## src/rtl/input_conditioner_n.sv

```systemverilog
// N-channel interlock input conditioner: synchroniser, debounce, edge pulses,
// sticky fault latches and first-fault capture, all on the divided clock.
module input_conditioner_n #(
   parameter int                NUM_CH          = 43,
   parameter int                SYNC_STAGES     = 2,
   parameter int                DEBOUNCE_CYCLES = 16,
   parameter logic [NUM_CH-1:0] RESET_VAL       = '0,
   parameter logic [NUM_CH-1:0] LATCH_MASK      = '1,
   localparam int               CNT_W           = $clog2(DEBOUNCE_CYCLES + 1),
   localparam int               ID_W            = (NUM_CH > 1) ? $clog2(NUM_CH) : 1
) (
   input  logic              clk,
   input  logic              reset,
   input  logic [NUM_CH-1:0] in_raw,
   input  logic              clear_latch,
   output logic [NUM_CH-1:0] out,
   output logic [NUM_CH-1:0] rise,
   output logic [NUM_CH-1:0] fall,
   output logic [NUM_CH-1:0] latched,
   output logic              any_fault,
   output logic              first_fault_valid,
   output logic [ID_W-1:0]   first_fault_id
);

   localparam logic [CNT_W-1:0] CNT_MAX = CNT_W'(DEBOUNCE_CYCLES - 1);

   logic [NUM_CH-1:0] sync_q [SYNC_STAGES];
   logic [CNT_W-1:0]  cnt_q  [NUM_CH];
   logic [CNT_W-1:0]  cnt_d  [NUM_CH];
   logic [NUM_CH-1:0] s;
   logic [NUM_CH-1:0] out_q, out_d;
   logic [NUM_CH-1:0] rise_q, fall_q;
   logic [NUM_CH-1:0] latched_q, latched_d;
   logic              ffv_q, ffv_d;
   logic [ID_W-1:0]   ffid_q, ffid_d;
   logic [ID_W-1:0]   lowest_id;

   assign s = sync_q[SYNC_STAGES-1];

   // A single sample matching the current output restarts the stability count.
   always_comb begin
      out_d = out_q;
      for (int i = 0; i < NUM_CH; i++) begin
         cnt_d[i] = cnt_q[i];
         if (s[i] == out_q[i]) begin
            cnt_d[i] = '0;
         end else if (cnt_q[i] == CNT_MAX) begin
            out_d[i] = s[i];
            cnt_d[i] = '0;
         end else begin
            cnt_d[i] = cnt_q[i] + CNT_W'(1);
         end
      end
   end

   // Set beats clear: a channel still asserted keeps its latch through a clear request.
   always_comb begin
      latched_d = (out_q | (latched_q & ~{NUM_CH{clear_latch}})) & LATCH_MASK;
      lowest_id = '0;
      for (int i = NUM_CH - 1; i >= 0; i--) begin
         if (latched_d[i]) lowest_id = ID_W'(i);
      end
      ffv_d  = ffv_q;
      ffid_d = ffid_q;
      if (!ffv_q && (latched_d != '0)) begin
         ffv_d  = 1'b1;
         ffid_d = lowest_id;
      end else if (clear_latch && ((out_q & LATCH_MASK) == '0)) begin
         ffv_d  = 1'b0;
         ffid_d = '0;
      end
   end

   always_ff @(posedge clk) begin
      if (reset) begin
         for (int k = 0; k < SYNC_STAGES; k++) sync_q[k] <= RESET_VAL;
         for (int i = 0; i < NUM_CH; i++) cnt_q[i] <= '0;
         out_q     <= RESET_VAL;
         rise_q    <= '0;
         fall_q    <= '0;
         latched_q <= '0;
         ffv_q     <= 1'b0;
         ffid_q    <= '0;
      end else begin
         sync_q[0] <= in_raw;
         for (int k = 1; k < SYNC_STAGES; k++) sync_q[k] <= sync_q[k-1];
         for (int i = 0; i < NUM_CH; i++) cnt_q[i] <= cnt_d[i];
         out_q     <= out_d;
         rise_q    <= out_d & ~out_q;
         fall_q    <= ~out_d & out_q;
         latched_q <= latched_d;
         ffv_q     <= ffv_d;
         ffid_q    <= ffid_d;
      end
   end

   assign out               = out_q;
   assign rise              = rise_q;
   assign fall              = fall_q;
   assign latched           = latched_q;
   assign any_fault         = |latched_q;
   assign first_fault_valid = ffv_q;
   assign first_fault_id    = ffid_q;

endmodule

```

## config.mk

```make
export PLATFORM = sky130hd
export DESIGN_NAME = input_conditioner_n
export DESIGN_NICKNAME = d
export VERILOG_FILES = /design/src/rtl/input_conditioner_n.sv
export SDC_FILE = /design/constraint.sdc
export NUM_CORES = 1
export LEC_CHECK = 0
export ABC_AREA = 1
export BUFFER_PORTS_ARGS = -buffer_cell sky130_fd_sc_hd__buf_2
export CAP_MARGIN = 5
export CORE_AREA = 3 3 178 180
export CTS_CLUSTER_SIZE = 28
export DETAILED_ROUTE_END_ITERATION = 12
export DIE_AREA = 0 0 181 183
export GPL_ROUTABILITY_DRIVEN = 0
export PLACE_DENSITY = 0.81
export SYNTH_ARGS = -nofsm -noshare
export SYNTH_HDL_FRONTEND = slang
export SYNTH_SLANG_ARGS = --single-unit
```

## constraint.sdc

```tcl
create_clock -name clk -period 3.23 [get_ports clk]
set_input_delay 0.8075 -clock clk [delete_from_list [all_inputs] [get_ports clk]]
set_output_delay 0.8075 -clock clk [all_outputs]
set_load 0.005 [all_outputs]
```

==> impl_metrics.env <==
export IMPL_status="complete, no violations"
export IMPL_p_int_mw=9.26
export IMPL_p_leak_nw=8.78
export IMPL_clock_latency_ns=0.54
export IMPL_netSwitchingFraction_pct=20.3
export IMPL_power_switching_mw=2.35
export IMPL_post_dp_hpwl_um=26500
export IMPL_syn_inst=1938
export IMPL_final_common_cell="dfxtp_1"
export IMPL_syn_area_um2=17100
export IMPL_fin_nets=2339
export IMPL_grt_max_degree=71
export IMPL_cts_htree_levels=2
export IMPL_grt_usage_pct=21.3
export IMPL_cp_end_kind="output pin"
export IMPL_critPathKind="flop to output pin"
export IMPL_seqCellArea_um2=9610
export IMPL_hold_class="flop to flop"
export IMPL_fmax_mhz=336
export IMPL_setup_violations=0
export IMPL_multiInputGateArea_um2=6180
export IMPL_grt_pass1_wl_um=59700
export IMPL_slew_headroom_pct=57.7
export IMPL_highest_layer="met4"
export IMPL_area_growth_pct=19.3
export IMPL_ir_worst_vdd_mv=0.483
export IMPL_dr_wl_met2_um=16900
export IMPL_initial_core_util_pct=56.3
export IMPL_viasPerCell=5.06
export IMPL_crit_required_ns=2.42
export IMPL_rows=64
export IMPL_diodes=0
export IMPL_synth_async_reset_ratio_pct=0
export IMPL_ys_ff_latch=480
export IMPL_rsz0062_at_grt="true"
export IMPL_seq_power_share_pct=51.9
export IMPL_wl_per_cell_um=13.6
export IMPL_power_density_nw_per_um2=569
export IMPL_cap_violations=0
export IMPL_via_count=13300
export IMPL_slew_viol_final=0
export IMPL_yosysSeqAreaShare_pct=56.2
export IMPL_cts_buffer_depth=3
export IMPL_ant_nets=0
export IMPL_drc=0
export IMPL_ff2ff_path_depth=44
export IMPL_synthDistinctLibCells=25
export IMPL_die_h_um=183
export IMPL_grt_antenna_before_repair=0
export IMPL_crit_fanout=3
export IMPL_mostFrequentLayoutCells="dfxtp_1 (478), nor2_1 (377), inv_1 (307)"
export IMPL_die_area_um2=33100
export IMPL_ys_warnings_count=0
export IMPL_syn_nets=2070
export IMPL_period_share_pct=92.2
export IMPL_fin_skew_ns=0.0131
export IMPL_cts_root_buf="clkbuf_16"
export IMPL_fin_util_pct=67.2
export IMPL_die_w_um=181
export IMPL_power_mw=11.6
export IMPL_placed_area_um2=18800
export IMPL_avgSynthCellArea_um2=8.82
export IMPL_tritoncts="done"
export IMPL_clk_pin_slew_worst_paths_ns=0.06
export IMPL_hold_buffers=0
export IMPL_core_area_um2=30300
export IMPL_route_layer_met1_wl_um=15600
export IMPL_overflow=0
export IMPL_fin_crit_ns=2.98
export IMPL_tns_ns=0
export IMPL_dr_pass1_iters=5
export IMPL_fin_area_um2=20400
export IMPL_tightest_slew_ns=0.628
export IMPL_drt_total_wl_um=35900
export IMPL_drive_gt1_share_pct=16.5
export IMPL_start_kind="flop"
export IMPL_synth_edf_count=0
export IMPL_cts_sinks=480
export IMPL_ios=226
export IMPL_synth_top_flop_cell="dfxtp_1"
export IMPL_whs_path_depth=2
export IMPL_finalHoldViolCount=0
export IMPL_place_port_buffers=225
export IMPL_comb_power_share_pct=2.1
export IMPL_power_share_clock_pct=46.0
export IMPL_route_met3_wl_um=2460
export IMPL_fillCellCount=2373
export IMPL_first_iter_violations=687
export IMPL_numCtsBuffers=48
export IMPL_grt_pass1_vias=12800
export IMPL_arrival_ns=2.17
-- worst max-delay path: stages, from the launching register on --
cell and delay, ns:
dfxtp_1 0.34, nor4_1 0.47, nand4_1 0.25, or4_1 0.44, buf_2 0.15
-- synth_stat cells, types with 4 or more instances --
master / n / area share (%)
inv_2: 4 / 0.088
a21oi_1: 144 / 4.2
buf_4: 4 / 0.18
nand4_1: 13 / 0.48
ha_1: 86 / 6.3
clkbuf_1: 29 / 0.64
nand2_1: 128 / 2.8
o21ai_0: 44 / 1.3
nor3b_1: 42 / 1.8
dfxtp_1: 480 / 56
inv_1: 308 / 6.8
nand3_1: 49 / 1.4
nor4_1: 54 / 2.0
a21oi_2: 30 / 1.5
a21oi_4: 5 / 0.48
nor3_1: 49 / 1.4
nor2_1: 377 / 8.3
o21a_1: 13 / 0.57
o21bai_1: 30 / 1.3
o211ai_1: 44 / 1.9
-- cell families (layout without fill, tap and decap cells) --
kind of cell | after synthesis | after routing | synth area share (%)
AO/OA/AOI/OAI | 313 | 313 | 11.5
adder cells (fa/ha/maj) | 86 | 86 | 6.30
buffers and inverters | 345 | 649 | 7.67
flip-flops | 480 | 480 | 56.2
AND/OR/NAND/NOR | 714 | 714 | 18.3
-- power by group through the flow --
| stage | registers, mW | clock network [mW] | logic (mW) |
|---|---|---|---|
| detailed placement | 6.16 | 0 | 0.243 |
| CTS | 6.03 | 5.45 | 0.246 |
| global route | 6.03 | 5.70 | 0.283 |
| finish | 6.03 | 5.33 | 0.246 |
| global placement | 6.15 | 0 | 0.231 |
| floorplan | 6.15 | 0 | 0.166 |
-- path summary, 6_finish.rpt --
kind	start	to	slack [ns]
min reg2reg	sync_q[0][3]	sync_q[0][46]	0.40
max reg2reg	out[41]	first_fault_id[0]	0.38
min	sync_q[0][3]	sync_q[0][46]	0.40
max	latched[14]	any_fault	0.25
-- sequential cells by signal, indices dropped and copies added (netlist names) --
signal,cells
cnt_q,215
fall,43
first_fault_id,6
first_fault_valid,1
latched,43
out,43
rise,43
sync_q,86
-- routing by layer --
metal	vias to the layer above	GRT usage, %
met5	-	0
met4	0	5.82
met3	64	4.64
met2	321	37.2
met1	6105	27.0
li1	6852	-
-- stage by stage --
step	cells	hold slack, ns	setup slack (ns)
floorplan	1938	0.388	0.201
global route	2638	0.420	-0.141
CTS	2637	0.402	0.174
global placement	2552	0.389	-0.274
finish	2638	0.401	0.252
detailed placement	2552	0.394	-0.260
-- what timing repair did --
action	4_1_cts	5_1_grt
buffers inserted	0	1
gates resized for setup	0	12
endpoints found under the setup margin	0	1
endpoints found under the hold margin	0	0
-- area by class of cell --
| type | instances | area share [%] |
|---|---|---|
| sequential | 480 | 47.2 |
| multi-input combinational | 1113 | 30.3 |
| clock buffer | 75 | 7.18 |
| timing repair buffer | 252 | 6.70 |
| inverter | 312 | 5.78 |
| tap | 396 | 2.43 |
| clock inverter | 10 | 0.405 |
Note: power is estimated with default switching activity, not from simulation.
